===== src/rtl/vel_ramp_gen_pkg.sv =====
// Shared widths, FSM state encoding and the saturating velocity adder for vel_ramp_gen.
package vel_ramp_gen_pkg;

  localparam int VEL_W   = 32;
  localparam int TICKS_W = 32;

  localparam logic [VEL_W-1:0] VEL_SAT_MAX = 32'h7FFF_FFFF;
  localparam logic [VEL_W-1:0] VEL_SAT_MIN = 32'h8000_0000;

  typedef enum logic [1:0] {
    IDLE = 2'd0,
    LOAD = 2'd1,
    RUN  = 2'd2
  } state_t;

  // Sign-extend both operands to 33 bits so an overflow shows as bit32 != bit31.
  function automatic logic signed [VEL_W-1:0] sat_add(input logic signed [VEL_W-1:0] a,
                                                      input logic signed [VEL_W-1:0] b);
    logic [VEL_W:0] sum;
    sum = {a[VEL_W-1], a} + {b[VEL_W-1], b};
    if (sum[VEL_W] != sum[VEL_W-1]) begin
      sat_add = sum[VEL_W] ? VEL_SAT_MIN : VEL_SAT_MAX;
    end else begin
      sat_add = sum[VEL_W-1:0];
    end
  endfunction

endpackage


===== src/rtl/vel_ramp_gen_seg_fifo.sv =====
// Synchronous segment queue with flush; level counts entries held, pointers carry a wrap bit.
module vel_ramp_gen_seg_fifo #(
  parameter int DEPTH = 4,
  parameter int WIDTH = 64
) (
  input  logic                     clk,
  input  logic                     reset,
  input  logic                     push,
  input  logic [WIDTH-1:0]         push_data,
  input  logic                     pop,
  output logic [WIDTH-1:0]         head,
  input  logic                     flush,
  output logic [$clog2(DEPTH):0]   level,
  output logic                     empty,
  output logic                     full
);

  localparam int AW = $clog2(DEPTH);

  logic [WIDTH-1:0] mem_r [DEPTH];
  logic [AW:0]      wr_ptr_r;
  logic [AW:0]      rd_ptr_r;
  logic             do_push_s;
  logic             do_pop_s;

  assign level     = wr_ptr_r - rd_ptr_r;
  assign empty     = (level == (AW+1)'(0));
  assign full      = (level == (AW+1)'(DEPTH));
  assign do_push_s = push && !full && !flush;
  assign do_pop_s  = pop && !empty && !flush;
  assign head      = mem_r[rd_ptr_r[AW-1:0]];

  // Storage array: write-only on accepted pushes, no reset needed.
  always_ff @(posedge clk) begin
    if (do_push_s) begin
      mem_r[wr_ptr_r[AW-1:0]] <= push_data;
    end
  end

  // Read/write pointers; flush empties the queue in one cycle.
  always_ff @(posedge clk or negedge reset) begin
    if (!reset) begin
      wr_ptr_r <= (AW+1)'(0);
      rd_ptr_r <= (AW+1)'(0);
    end else if (flush) begin
      wr_ptr_r <= (AW+1)'(0);
      rd_ptr_r <= (AW+1)'(0);
    end else begin
      if (do_push_s) wr_ptr_r <= wr_ptr_r + (AW+1)'(1);
      if (do_pop_s)  rd_ptr_r <= rd_ptr_r + (AW+1)'(1);
    end
  end

endmodule


===== src/rtl/vel_ramp_gen.sv =====
// Segment executor feeding step_gen velocity: prescaled integrator over a queue of (accel, ticks).
// Optional |velocity| <= VMAX clamp is enabled by defining VP2_VEL_LIMIT_EN.
module vel_ramp_gen
  import vel_ramp_gen_pkg::*;
#(
  parameter int          TICK_DIV   = 1000,
  parameter int          FIFO_DEPTH = 4,
  parameter logic [31:0] VMAX       = 32'h7FFF_FFFF
) (
  input  logic                          clk,
  input  logic                          reset,
  input  logic signed [VEL_W-1:0]       seg_accel,
  input  logic [TICKS_W-1:0]            seg_ticks,
  input  logic                          seg_valid,
  output logic                          seg_ready,
  input  logic                          abort,
  output logic signed [VEL_W-1:0]       velocity,
  output logic                          busy,
  output logic                          underrun,
  output logic [$clog2(FIFO_DEPTH):0]   fifo_level
);

  localparam int LW = $clog2(FIFO_DEPTH) + 1;
  localparam int PW = (TICK_DIV > 2) ? $clog2(TICK_DIV) : 1;
  localparam logic [PW-1:0] PRE_LAST = PW'(TICK_DIV - 1);
`ifdef VP2_VEL_LIMIT_EN
  localparam bit LIMIT_EN = 1'b1;
`else
  localparam bit LIMIT_EN = 1'b0;
`endif
  localparam logic signed [VEL_W-1:0] VLIM_POS = VMAX;
  localparam logic signed [VEL_W-1:0] VLIM_NEG = -VLIM_POS;

  state_t                     state_r;
  logic [PW-1:0]              pre_cnt_r;
  logic                       tick_s;
  logic signed [VEL_W-1:0]    cur_accel_r;
  logic [TICKS_W-1:0]         rem_ticks_r;
  logic signed [VEL_W-1:0]    velocity_r;
  logic                       underrun_r;
  logic signed [VEL_W-1:0]    sat_vel_s;
  logic signed [VEL_W-1:0]    next_vel_s;
  logic [VEL_W+TICKS_W-1:0]   head_s;
  logic signed [VEL_W-1:0]    head_accel_s;
  logic [TICKS_W-1:0]         head_ticks_s;
  logic [LW-1:0]              level_s;
  logic                       empty_s;
  logic                       full_s;
  logic                       pop_s;

  vel_ramp_gen_seg_fifo #(
    .DEPTH (FIFO_DEPTH),
    .WIDTH (VEL_W + TICKS_W)
  ) u_seg_fifo (
    .clk       (clk),
    .reset     (reset),
    .push      (seg_valid),
    .push_data ({seg_accel, seg_ticks}),
    .pop       (pop_s),
    .head      (head_s),
    .flush     (abort),
    .level     (level_s),
    .empty     (empty_s),
    .full      (full_s)
  );

  assign head_accel_s = head_s[VEL_W+TICKS_W-1:TICKS_W];
  assign head_ticks_s = head_s[TICKS_W-1:0];
  assign pop_s        = (state_r == LOAD) && !empty_s;
  assign tick_s       = (pre_cnt_r == PRE_LAST);
  assign seg_ready    = !full_s;
  assign fifo_level   = level_s;
  assign velocity     = velocity_r;
  assign underrun     = underrun_r;
  assign busy         = (state_r != IDLE) || (level_s != LW'(0));

  // Free-running tick prescaler; only abort realigns it.
  always_ff @(posedge clk or negedge reset) begin
    if (!reset) begin
      pre_cnt_r <= PW'(0);
    end else if (abort || tick_s) begin
      pre_cnt_r <= PW'(0);
    end else begin
      pre_cnt_r <= pre_cnt_r + PW'(1);
    end
  end

  // Next velocity: 32-bit saturation, then the optional magnitude clamp.
  always_comb begin
    sat_vel_s  = sat_add(velocity_r, cur_accel_r);
    next_vel_s = sat_vel_s;
    if (LIMIT_EN && (sat_vel_s > VLIM_POS)) begin
      next_vel_s = VLIM_POS;
    end else if (LIMIT_EN && (sat_vel_s < VLIM_NEG)) begin
      next_vel_s = VLIM_NEG;
    end else begin
      next_vel_s = sat_vel_s;
    end
  end

  // Segment FSM and velocity integrator.
  always_ff @(posedge clk or negedge reset) begin
    if (!reset) begin
      state_r     <= IDLE;
      cur_accel_r <= 32'sd0;
      rem_ticks_r <= TICKS_W'(0);
      velocity_r  <= 32'sd0;
      underrun_r  <= 1'b0;
    end else if (abort) begin
      state_r     <= IDLE;
      cur_accel_r <= 32'sd0;
      rem_ticks_r <= TICKS_W'(0);
      velocity_r  <= 32'sd0;
      underrun_r  <= 1'b0;
    end else begin
      case (state_r)
        IDLE: begin
          if (!empty_s) state_r <= LOAD;
        end
        LOAD: begin
          if (empty_s) begin
            state_r <= IDLE;
            if (velocity_r != 32'sd0) underrun_r <= 1'b1;
          end else if (head_ticks_s == TICKS_W'(0)) begin
            // Zero-length segment: dropped without consuming a tick.
            if (level_s > LW'(1)) begin
              state_r <= LOAD;
            end else begin
              state_r <= IDLE;
              if (velocity_r != 32'sd0) underrun_r <= 1'b1;
            end
          end else begin
            cur_accel_r <= head_accel_s;
            rem_ticks_r <= head_ticks_s;
            state_r     <= RUN;
          end
        end
        RUN: begin
          if (tick_s) begin
            velocity_r  <= next_vel_s;
            rem_ticks_r <= rem_ticks_r - TICKS_W'(1);
            if (rem_ticks_r == TICKS_W'(1)) state_r <= LOAD;
          end
        end
        default: state_r <= IDLE;
      endcase
    end
  end

endmodule


===== config.mk =====
export PLATFORM = sky130hd
export DESIGN_NAME = vel_ramp_gen
export DESIGN_NICKNAME = d
export VERILOG_FILES = /design/src/rtl/vel_ramp_gen_pkg.sv /design/src/rtl/vel_ramp_gen_seg_fifo.sv /design/src/rtl/vel_ramp_gen.sv
export SDC_FILE = /design/constraint.sdc
export NUM_CORES = 1
export LEC_CHECK = 0
export ABC_AREA = 1
export CORE_MARGIN = 1
export CORE_UTILIZATION = 54
export DETAILED_ROUTE_END_ITERATION = 6
export PLACE_DENSITY = 0.87
export SETUP_SLACK_MARGIN = 0.15
export SLEW_MARGIN = 20
export SYNTH_ARGS = -nofsm -noshare
export SYNTH_HDL_FRONTEND = slang
export SYNTH_HIERARCHICAL = 1
export SYNTH_SLANG_ARGS = --single-unit

===== constraint.sdc =====
create_clock -name clk -period 5 [get_ports clk]
set_input_delay 1 -clock clk [delete_from_list [all_inputs] [get_ports clk]]
set_output_delay 1 -clock clk [all_outputs]
set_load 0.02 [all_outputs]

# == Word level (Yosys, flattened, before mapping) ==
# Memory sizes are Yosys's and may differ from the RTL's.
# Index checks and enable logic that the tools add are counted.
# totals
reg_bits,115
mem_bits_ro,0
ram_bits,256
out_inout_bits,38
latch_bits,0
n_memories,1
elab_cells,93
inputBits,68
# op_classes
magnitude_cmp,1
shifts,0
n_addsub,6
eq_ne,14
n_reduce_logical,28
n_div,0
n_mux,35
mul,0
bitwise_logic,0
# memory_table
name,depth,width,rd,rd_clocked_by_memory_dff,wr,line_no,source
u_seg_fifo.mem_r,4,64,1,0,1,vel_ramp_gen_seg_fifo.sv:20,logic [WIDTH-1:0] mem_r [DEPTH];
# op_table
cell,count
$mux 32,13
$pmux 32 s2,1
$add 32x32->33,1
$eq 32x1->1 const B,1
$logic_not 32->1,1
$reduce_bool 32->1,1
$sub 32x1->32 const B,1
$ne 3x3->1 const B,6
$mux 2,6
$mux 3,4
$reduce_bool 2->1,6
$add 10x1->10 const B,1
$eq 10x10->1 const B,1
$mux 10,1
$mux 1,9
$reduce_and 3->1,3
$reduce_bool 3->1,3
$add 3x1->3 const B,2
$pmux 2 s3,1
$logic_and 1x1->1,5
$ne 2x2->1 const B,2
$reduce_and 4->1,1
$eq 3x3->1 const B,1
$gt 3x1->1 const B,1
9 further kinds,12

# == Depth between registers and ports, before layout ==
# Gate-level depths: netlist (run 1).
# depth
ltp_word,8
mapped_depth,18
depth_no_buf,16

# == By module ==
# The synthesis (run 1) kept the hierarchy.
# modules_own_cells
module,area_each_um2,instances,cells_per_inst,seq_area_each_um2
vel_ramp_gen_seg_fifo,9990.8,1,689,7837.5
vel_ramp_gen,8222.9,1,1259,2727.6

# == Worst setup path after synthesis (run 1) ==
# OpenSTA, ideal clock, no wires.
# synth_path
path_kind,reg2reg
start,register u_seg_fifo.wr_ptr_r[0]
end,memory u_seg_fifo.mem_r[0][0] (enable)
stages_incl_launch_ff,11
path_slack_ps,300
path_buffers,0
setup_time_ps,486
synth_period_minus_slack_ps,4700
arrival_ps,4213
required_ps,4514
path_cell_list,dfrtp_1 > inv_1 > ha_1 > fa_1 > inv_1 > nand2_1 > nand2_1 > nand2_1 > nand3_2 > nand3_1 > nor2_1
# synth_via
elab_chain_len,7
# synth_rtl
item,line_no,source
"start, declared",vel_ramp_gen_seg_fifo.sv:21,logic [AW:0] wr_ptr_r;
"start signal, assigned",vel_ramp_gen_seg_fifo.sv:43,wr_ptr_r <= (AW+1)'(0);
"start signal, assigned",vel_ramp_gen_seg_fifo.sv:46,wr_ptr_r <= (AW+1)'(0);
"start signal, assigned",vel_ramp_gen_seg_fifo.sv:49,if (do_push_s) wr_ptr_r <= wr_ptr_r + (AW+1)'(1);
$sub 3x3->3,vel_ramp_gen_seg_fifo.sv:26,assign level = wr_ptr_r - rd_ptr_r;
$eq 3x3->1,vel_ramp_gen_seg_fifo.sv:28,assign full = (level == (AW+1)'(DEPTH));
$logic_not 1->1,vel_ramp_gen_seg_fifo.sv:29,assign do_push_s = push && !full && !flush;
$logic_and 1x1->1 (2 in series),vel_ramp_gen_seg_fifo.sv:29,
$mux 1,vel_ramp_gen_seg_fifo.sv:35,if (do_push_s) begin
$mux 1 (implied by the code),vel_ramp_gen_seg_fifo.sv:36,mem_r[wr_ptr_r[AW-1:0]] <= push_data;
"end, declared",vel_ramp_gen_seg_fifo.sv:20,
# Parallel ways exist; a longest one is shown, timed or not.

# == Worst setup path in the final report (run 1) ==
# layout_path
start,register u_seg_fifo.rd_ptr_r[0]
end,output port seg_ready
# layout_via
elab_chain_len,3
# layout_rtl
item,line_no,source
"start, declared",vel_ramp_gen_seg_fifo.sv:22,logic [AW:0] rd_ptr_r;
"start signal, assigned",vel_ramp_gen_seg_fifo.sv:44,rd_ptr_r <= (AW+1)'(0);
"start signal, assigned",vel_ramp_gen_seg_fifo.sv:47,rd_ptr_r <= (AW+1)'(0);
"start signal, assigned",vel_ramp_gen_seg_fifo.sv:50,if (do_pop_s) rd_ptr_r <= rd_ptr_r + (AW+1)'(1);
$sub 3x3->3,vel_ramp_gen_seg_fifo.sv:26,
$eq 3x3->1,vel_ramp_gen_seg_fifo.sv:28,
named net full_s,vel_ramp_gen.sv:48,logic full_s;
$logic_not 1->1,vel_ramp_gen.sv:71,assign seg_ready = !full_s;
"end, declared",vel_ramp_gen.sv:15,"output logic seg_ready,"
# The timed path passes the listed nets, and every way through them passes these cells.

==> results of run 1 <==
## path summary, 6_finish.rpt
path / from / endpoint / slack, ns / cells after the start
worst max-delay path: u_seg_fifo/rd_ptr_r[0] / seg_ready / 0.85 / 10
worst min-delay path: pre_cnt_r[0] / pre_cnt_r[0] / 0.46 / 1
worst max register to register: u_seg_fifo/rd_ptr_r[0] / rem_ticks_r[13] / 1.18 / 12
worst min register to register: pre_cnt_r[0] / pre_cnt_r[0] / 0.46 / 1
max in group asynchronous: reset / u_seg_fifo/rd_ptr_r[0] / 3.50 / 2
min in group asynchronous: reset / cur_accel_r[3] / 0.48 / 1
## layout make-up
class / count / area, µm² / share of cell area, %
Tap cell: 442 / 553 / 2.65
Clock buffer: 50 / 1050 / 5.03
Inverter: 160 / 604 / 2.90
Sequential cell: 371 / 10600 / 50.7
Multi-Input combinational cell: 1340 / 6630 / 31.8
Timing Repair Buffer: 122 / 1230 / 5.88
Antenna cell: 1 / 2.50 / 0.0120
Clock inverter: 21 / 218 / 1.04
## metrics by stage
stage	util (%)	total power, mW
CTS	63.4	7.86
global placement	59.6	5.00
detailed placement	59.6	5.04
global route	63.4	8.19
finish	63.4	7.86
floorplan	-	4.61
## Yosys cell counts (3+ instances only)
master | n | area [µm²]
nand4_1 | 22 | 138
nor2_1 | 268 | 1010
o21bai_1 | 8 | 60.1
nand3_1 | 115 | 576
buf_2 | 8 | 40.0
dfrtp_1 | 115 | 2880
xnor2_1 | 21 | 184
inv_2 | 5 | 18.8
edfxtp_1 | 256 | 7690
ha_1 | 41 | 513
nor4_1 | 13 | 81.3
nand3b_1 | 13 | 97.6
a21oi_1 | 43 | 215
o21ai_0 | 135 | 676
o21ai_1 | 72 | 360
nand3_2 | 3 | 30.0
xor2_1 | 14 | 123
o22ai_1 | 66 | 413
clkbuf_1 | 38 | 143
nand2_2 | 13 | 81.3
nor3_1 | 14 | 70.1
nor3b_1 | 3 | 22.5
nand2_1 | 449 | 1690
buf_4 | 12 | 90.1
buf_6 | 15 | 169
inv_1 | 154 | 578
a21oi_2 | 4 | 35.0
## kinds of logic (layout without fill, tap and decap cells)
group | Yosys count | count (layout)
multiplexers | 1 | 1
flip-flops | 371 | 371
adder cells (fa/ha/maj) | 43 | 43
other | 0 | 1
AND/OR/NAND/NOR | 925 | 925
buffers and inverters | 237 | 353
XOR/XNOR | 35 | 35
AO/OA/AOI/OAI | 336 | 336
## sequential cells by signal, indices dropped and copies added, names as in the netlist
| name | flops |
|---|---|
| state_r | 2 |
| u_seg_fifo/rd_ptr_r | 3 |
| cur_accel_r | 32 |
| underrun | 1 |
| u_seg_fifo/wr_ptr_r | 3 |
| rem_ticks_r | 32 |
| pre_cnt_r | 10 |
| velocity | 32 |
| u_seg_fifo/mem_r | 256 |
## per-layer routing
layer | vias to the layer above | wire (µm)
li1 | 6785 | -
met1 | 6899 | 18900
met2 | 723 | 21700
met3 | 100 | 3960
met4 | 2 | 1390
met5 | - | 9
## worst reg2reg max path, cell delays in order, from the launching register on
cell,delay [ns]
dfrtp_4,0.65
buf_4,0.81
o21ai_0,0.31
o22ai_1,0.45
nor2_1,0.10
nand4_1,0.14
nand3b_1,0.12
nor2_1,0.10
nor2_1,0.25
nor2_1,0.10
nor2_2,0.12
nand2_1,0.30
o21ai_0,0.27
## report_power, final
group          total [mW]  internal [mW]  switching, mW
combinational        1.37          0.446          0.920
clock                2.84           1.61           1.22
sequential           3.66           3.49          0.172
total                7.86           5.55           2.31
==> flow_summary.toml, run 1 <==
[status]
status = "complete, no violations"

[yosys]
synthCells = 1948
synth_cell_types = 45
synthSimpleGateAreaFrac_pct = 21.4
synth_top_flop_cell = "edfxtp_1"
synth_compound_gate_area_share_pct = 10.0
synth_fa_ha_area_share_pct = 3.04
synth_fp_nets = 2059
async_reset_ff_share_pct = 31.0
synth_seq_cells = 371
netlist_area_um2 = 18200
yosys_warnings = 6
muxShareOfSynthArea_pct = 0.0550
synth_top_family_by_area = "simple AND/OR/NAND/NOR gates"
seq_area_frac_synth_pct = 58.0
synth-edff-count = 256
avgSynthCellArea_um2 = 9.35
synth_xor_area_share_pct = 1.68

[sta]
worst_slew_pin_slew_ns = 1.14
clock_skew_ns = 0.0436
whs_ns = 0.463
hold_violations = 0
timing.final.crit_period_ns = 4.15
layout_setup_ws_ns = 0.848
fin_setup_tns_ns = 0
maxSlewHeadroom_pct = 24.1
clock.fmax_mhz = 241
min_period_over_period_pct = 83.0
finalSetupViolCount = 0
timing.final.max_slew_violations = 0
grt_setup_unrepaired = "false"

[global_route]
track_usage_pct = 27.3
use_met1_pct = 37.6
grt-ovfl-total = 0
antenna_found_initial = 2
grt_use_met2_pct = 44.4
grt_use_met3_pct = 4.15
grt_max_degree = 103
grt_pass1_vias = 13840
grt-busiest-layer = "met2"
grt_pass1_wl_um = 73000

[clocking]
insertion_delay_ns = 0.56
clock_path_buffers = 3
cts_resized = 0
htreeDepth = 2
cts_setup_buffers = 0
clock-sinks = 371
clkTransAtPathRegs_ns = 0.06
tritoncts = "yes"
numCtsBuffers = 40
clockRootBuffer = "clkbuf_16"
hold_buffers = 0

[floorplanning]
die_y_um = 186
floorplan.initialDensity_pct = 55.4
die-area_um2 = 34500
rows = 66
ios = 106
die_x_um = 186
core_area_um2 = 32900

[layout]
synthToLayoutAreaGrowth_pct = 14.5
nFillCells = 2523
final_common_cell = "nand2_1"
final_cell_mix = "nand2_1 (447), nor2_1 (264), edfxtp_1 (256)"
layout-drive-gt1-share_pct = 5.96
nNetsFinal = 2146
final_cell_area_um2 = 20800
layout.cells.non_filler = 2507

[power]
powerDensity_nw_per_um2 = 377
p_leak_nw = 8.82
ir_worst_vdd_v = 0.000326

[placed_design]
numPlacedInstances = 2435
port_buffers = 105
dp_hpwl_um = 30600
gp_congestion = 0.983
placed_cell_area_um2 = 19600
dpl_worst_slack_ns = 1.21

[worst_setup_path]
critical-path-top-delay-family = "buffers and inverters"
crit_buf_inv = 4
critPathKind = "register to primary output"
required_ns = 4.00
cpMaxStageDelayCell = "dfrtp_4"
crit_fanout = 31
worstSetupStartpointType = "register"
cp-end-kind = "primary output"
cp_cell_sequence = "ha_1, fa_1, inv_1, nand2_1, nand2_1, nand2_1, nand3_2, inv_1, inv_1, clkdlybuf4s50_1"
crit_arrival_ns = 3.15
critPathMaxStageDelay_ns = 0.63

[min_path]
hp-class = "register to register"

[routing]
first_iter_violations = 1559
antenna_left = 0
route.detailed.drc = 0
post_drt_wl_per_cell_um = 18.3
dr.pass1.iters = 6
vias = 14509
finalWirelength_um = 46000
avgViaCountPerCell = 5.79

[flow_run]
cap_violations = 0
Power figures use the tool's default switching activity.
==> run 2: changes to the inputs <==
Clock period 5 ns to 3.5 ns, I/O delays scaled along.
==> flow_summary.toml, run 2 (synthesis results as in run 1) <==
[status]
status = "complete, no violations"

[global_route]
grt-ovfl-total = 0
grt_max_degree = 65
antenna_found_initial = 1
grt_pass1_vias = 14025
grt_pass1_wl_um = 73100
track_usage_pct = 27.4

[power]
switchingPower_mw = 3.25
p_leak_nw = 8.91
sw_frac_of_total_pct = 29.2
ir_worst_vdd_v = 0.000537
intPower_mw = 7.89
powerDensity_nw_per_um2 = 531
clkPwrFrac_pct = 35.5
p_seq_share_pct = 47.0
power_mw = 11.1
p_comb_share_pct = 17.6

[layout]
final_common_cell = "nand2_1"
seqCellArea_um2 = 10600
nFillCells = 2537
nNetsFinal = 2163
largest_register_ffs = 256
synthToLayoutAreaGrowth_pct = 15.3
layout-drive-gt1-share_pct = 7.06
final_cell_area_um2 = 21000
multiInputGateArea_um2 = 6640
final_cell_mix = "nand2_1 (449), nor2_1 (262), edfxtp_1 (256)"

[floorplanning]
floorplan.initialDensity_pct = 55.4
die_y_um = 186
rows = 66
core_area_um2 = 32900
die-area_um2 = 34500
die_x_um = 186
ios = 106

[sta]
finalSetupViolCount = 0
clock.fmax_mhz = 313
worst_slew_pin_slew_ns = 0.707
grt_setup_unrepaired = "true"
timing.final.crit_period_ns = 3.20
hold_violations = 0
timing.final.max_slew_violations = 0
clock_skew_ns = 0.0190
fin_setup_tns_ns = 0
min_period_over_period_pct = 91.3
layout_setup_ws_ns = 0.305
maxSlewHeadroom_pct = 52.9

[routing]
top_layer_used = "met4"
met2_length_um = 22100
route.detailed.drc = 0
wl_met3_um = 3850
finalWirelength_um = 45900
post_drt_wl_per_cell_um = 18.2
avgViaCountPerCell = 5.78
antenna_left = 0
first_iter_violations = 1403
met1_length_um = 18400
vias = 14590
dr.pass1.iters = 6

[worst_setup_path]
worstSetupStartpointType = "register"
cpMaxStageDelayCell = "clkdlybuf4s50_1"
cp_cell_sequence = "ha_1, fa_1, inv_1, clkdlybuf4s50_1"
critical-path-top-delay-family = "buffers and inverters"
crit_buf_inv = 2
crit_fanout = 4
critPathKind = "register to primary output"
required_ns = 2.80
cp-end-kind = "primary output"
crit_arrival_ns = 2.50
critPathMaxStageDelay_ns = 0.62

[clocking]
tritoncts = "yes"
htreeDepth = 2
hold_buffers = 0
insertion_delay_ns = 0.54
clock_path_buffers = 3
cts_setup_buffers = 0
clock-sinks = 371
numCtsBuffers = 39
clkTransAtPathRegs_ns = 0.06
clockRootBuffer = "clkbuf_16"

[placed_design]
gp_congestion = 0.975
placed_cell_area_um2 = 19800
dp_hpwl_um = 31300
dpl_worst_slack_ns = 0.0745
port_buffers = 105

[min_path]
hp-class = "primary input to async pin"

[flow_run]
cap_violations = 0
## run 2: cell types whose count changed in the layout (fill, tap and decap cells not counted), moves of 3 or more
cell	before	now
clkdlybuf4s50_1	104	101
clkbuf_1	9	5
buf_4	14	27
buf_12	4	8
## run 2: worst paths after layout
check,start,to,slack (ns),depth (start not counted)
worst min register to register,pre_cnt_r[0],pre_cnt_r[0],0.46,1
min in group clk,pre_cnt_r[0],pre_cnt_r[0],0.46,1
worst min-delay path,reset,cur_accel_r[7],0.16,1
max in group asynchronous,reset,rem_ticks_r[8],2.49,2
worst max register to register,u_seg_fifo/rd_ptr_r[0],rem_ticks_r[29],0.39,14
worst max-delay path,u_seg_fifo/rd_ptr_r[0],fifo_level[1],0.30,4
## run 2: cell type report
type | count | share of cell area [%]
flip-flops and latches | 371 | 50.3
well taps | 442 | 2.63
diodes | 1 | 0.0119
clock buffers | 49 | 5.09
inverters | 160 | 2.88
multi-input cells | 1341 | 31.6
clock inverters | 22 | 0.810
repair buffers | 139 | 6.63
## run 2: power by group through the flow
stage	Clock, mW	Sequential (mW)	Combinational (mW)
finish	3.95	5.23	1.96
global route	4.17	5.26	2.18
CTS	3.99	5.22	1.92
detailed placement	0	5.30	1.90
global placement	0	5.29	1.85
floorplan	0	5.22	1.36
## run 2: routing by layer
| metal | up-vias | GRT usage, % |
|---|---|---|
| met3 | 122 | 4.01 |
| li1 | 6846 | - |
| met4 | 0 | 10.6 |
| met2 | 735 | 45.6 |
| met5 | - | 0 |
| met1 | 6887 | 36.5 |
## run 2: repair_timing
action                                  CTS  global route
endpoints found under the setup margin   14            13
pin swaps                                 0             1
cloned                                    0             1
resized for setup                         4             7
## run 2: through the flow
stage	instances	hold slack, ns	utilization [%]
finish	2525	0.165	63.9
floorplan	1948	0.404	-
detailed placement	2452	0.456	60.1
global placement	2452	0.444	60.1
global route	2525	0.199	63.9
CTS	2523	0.177	63.9
## run 2: worst reg2reg max path, stage by stage (launching register included)
cell and delay (ns):
dfrtp_4 0.53, ha_1 0.22, fa_1 0.50, nand2_1 0.05, inv_1 0.09, nand3_2 0.13
inv_1 0.10, inv_1 0.08, nor2_1 0.09, inv_1 0.06, o22ai_1 0.41, o21bai_2 0.21
buf_4 0.33, nand2_1 0.14, nand2_1 0.10
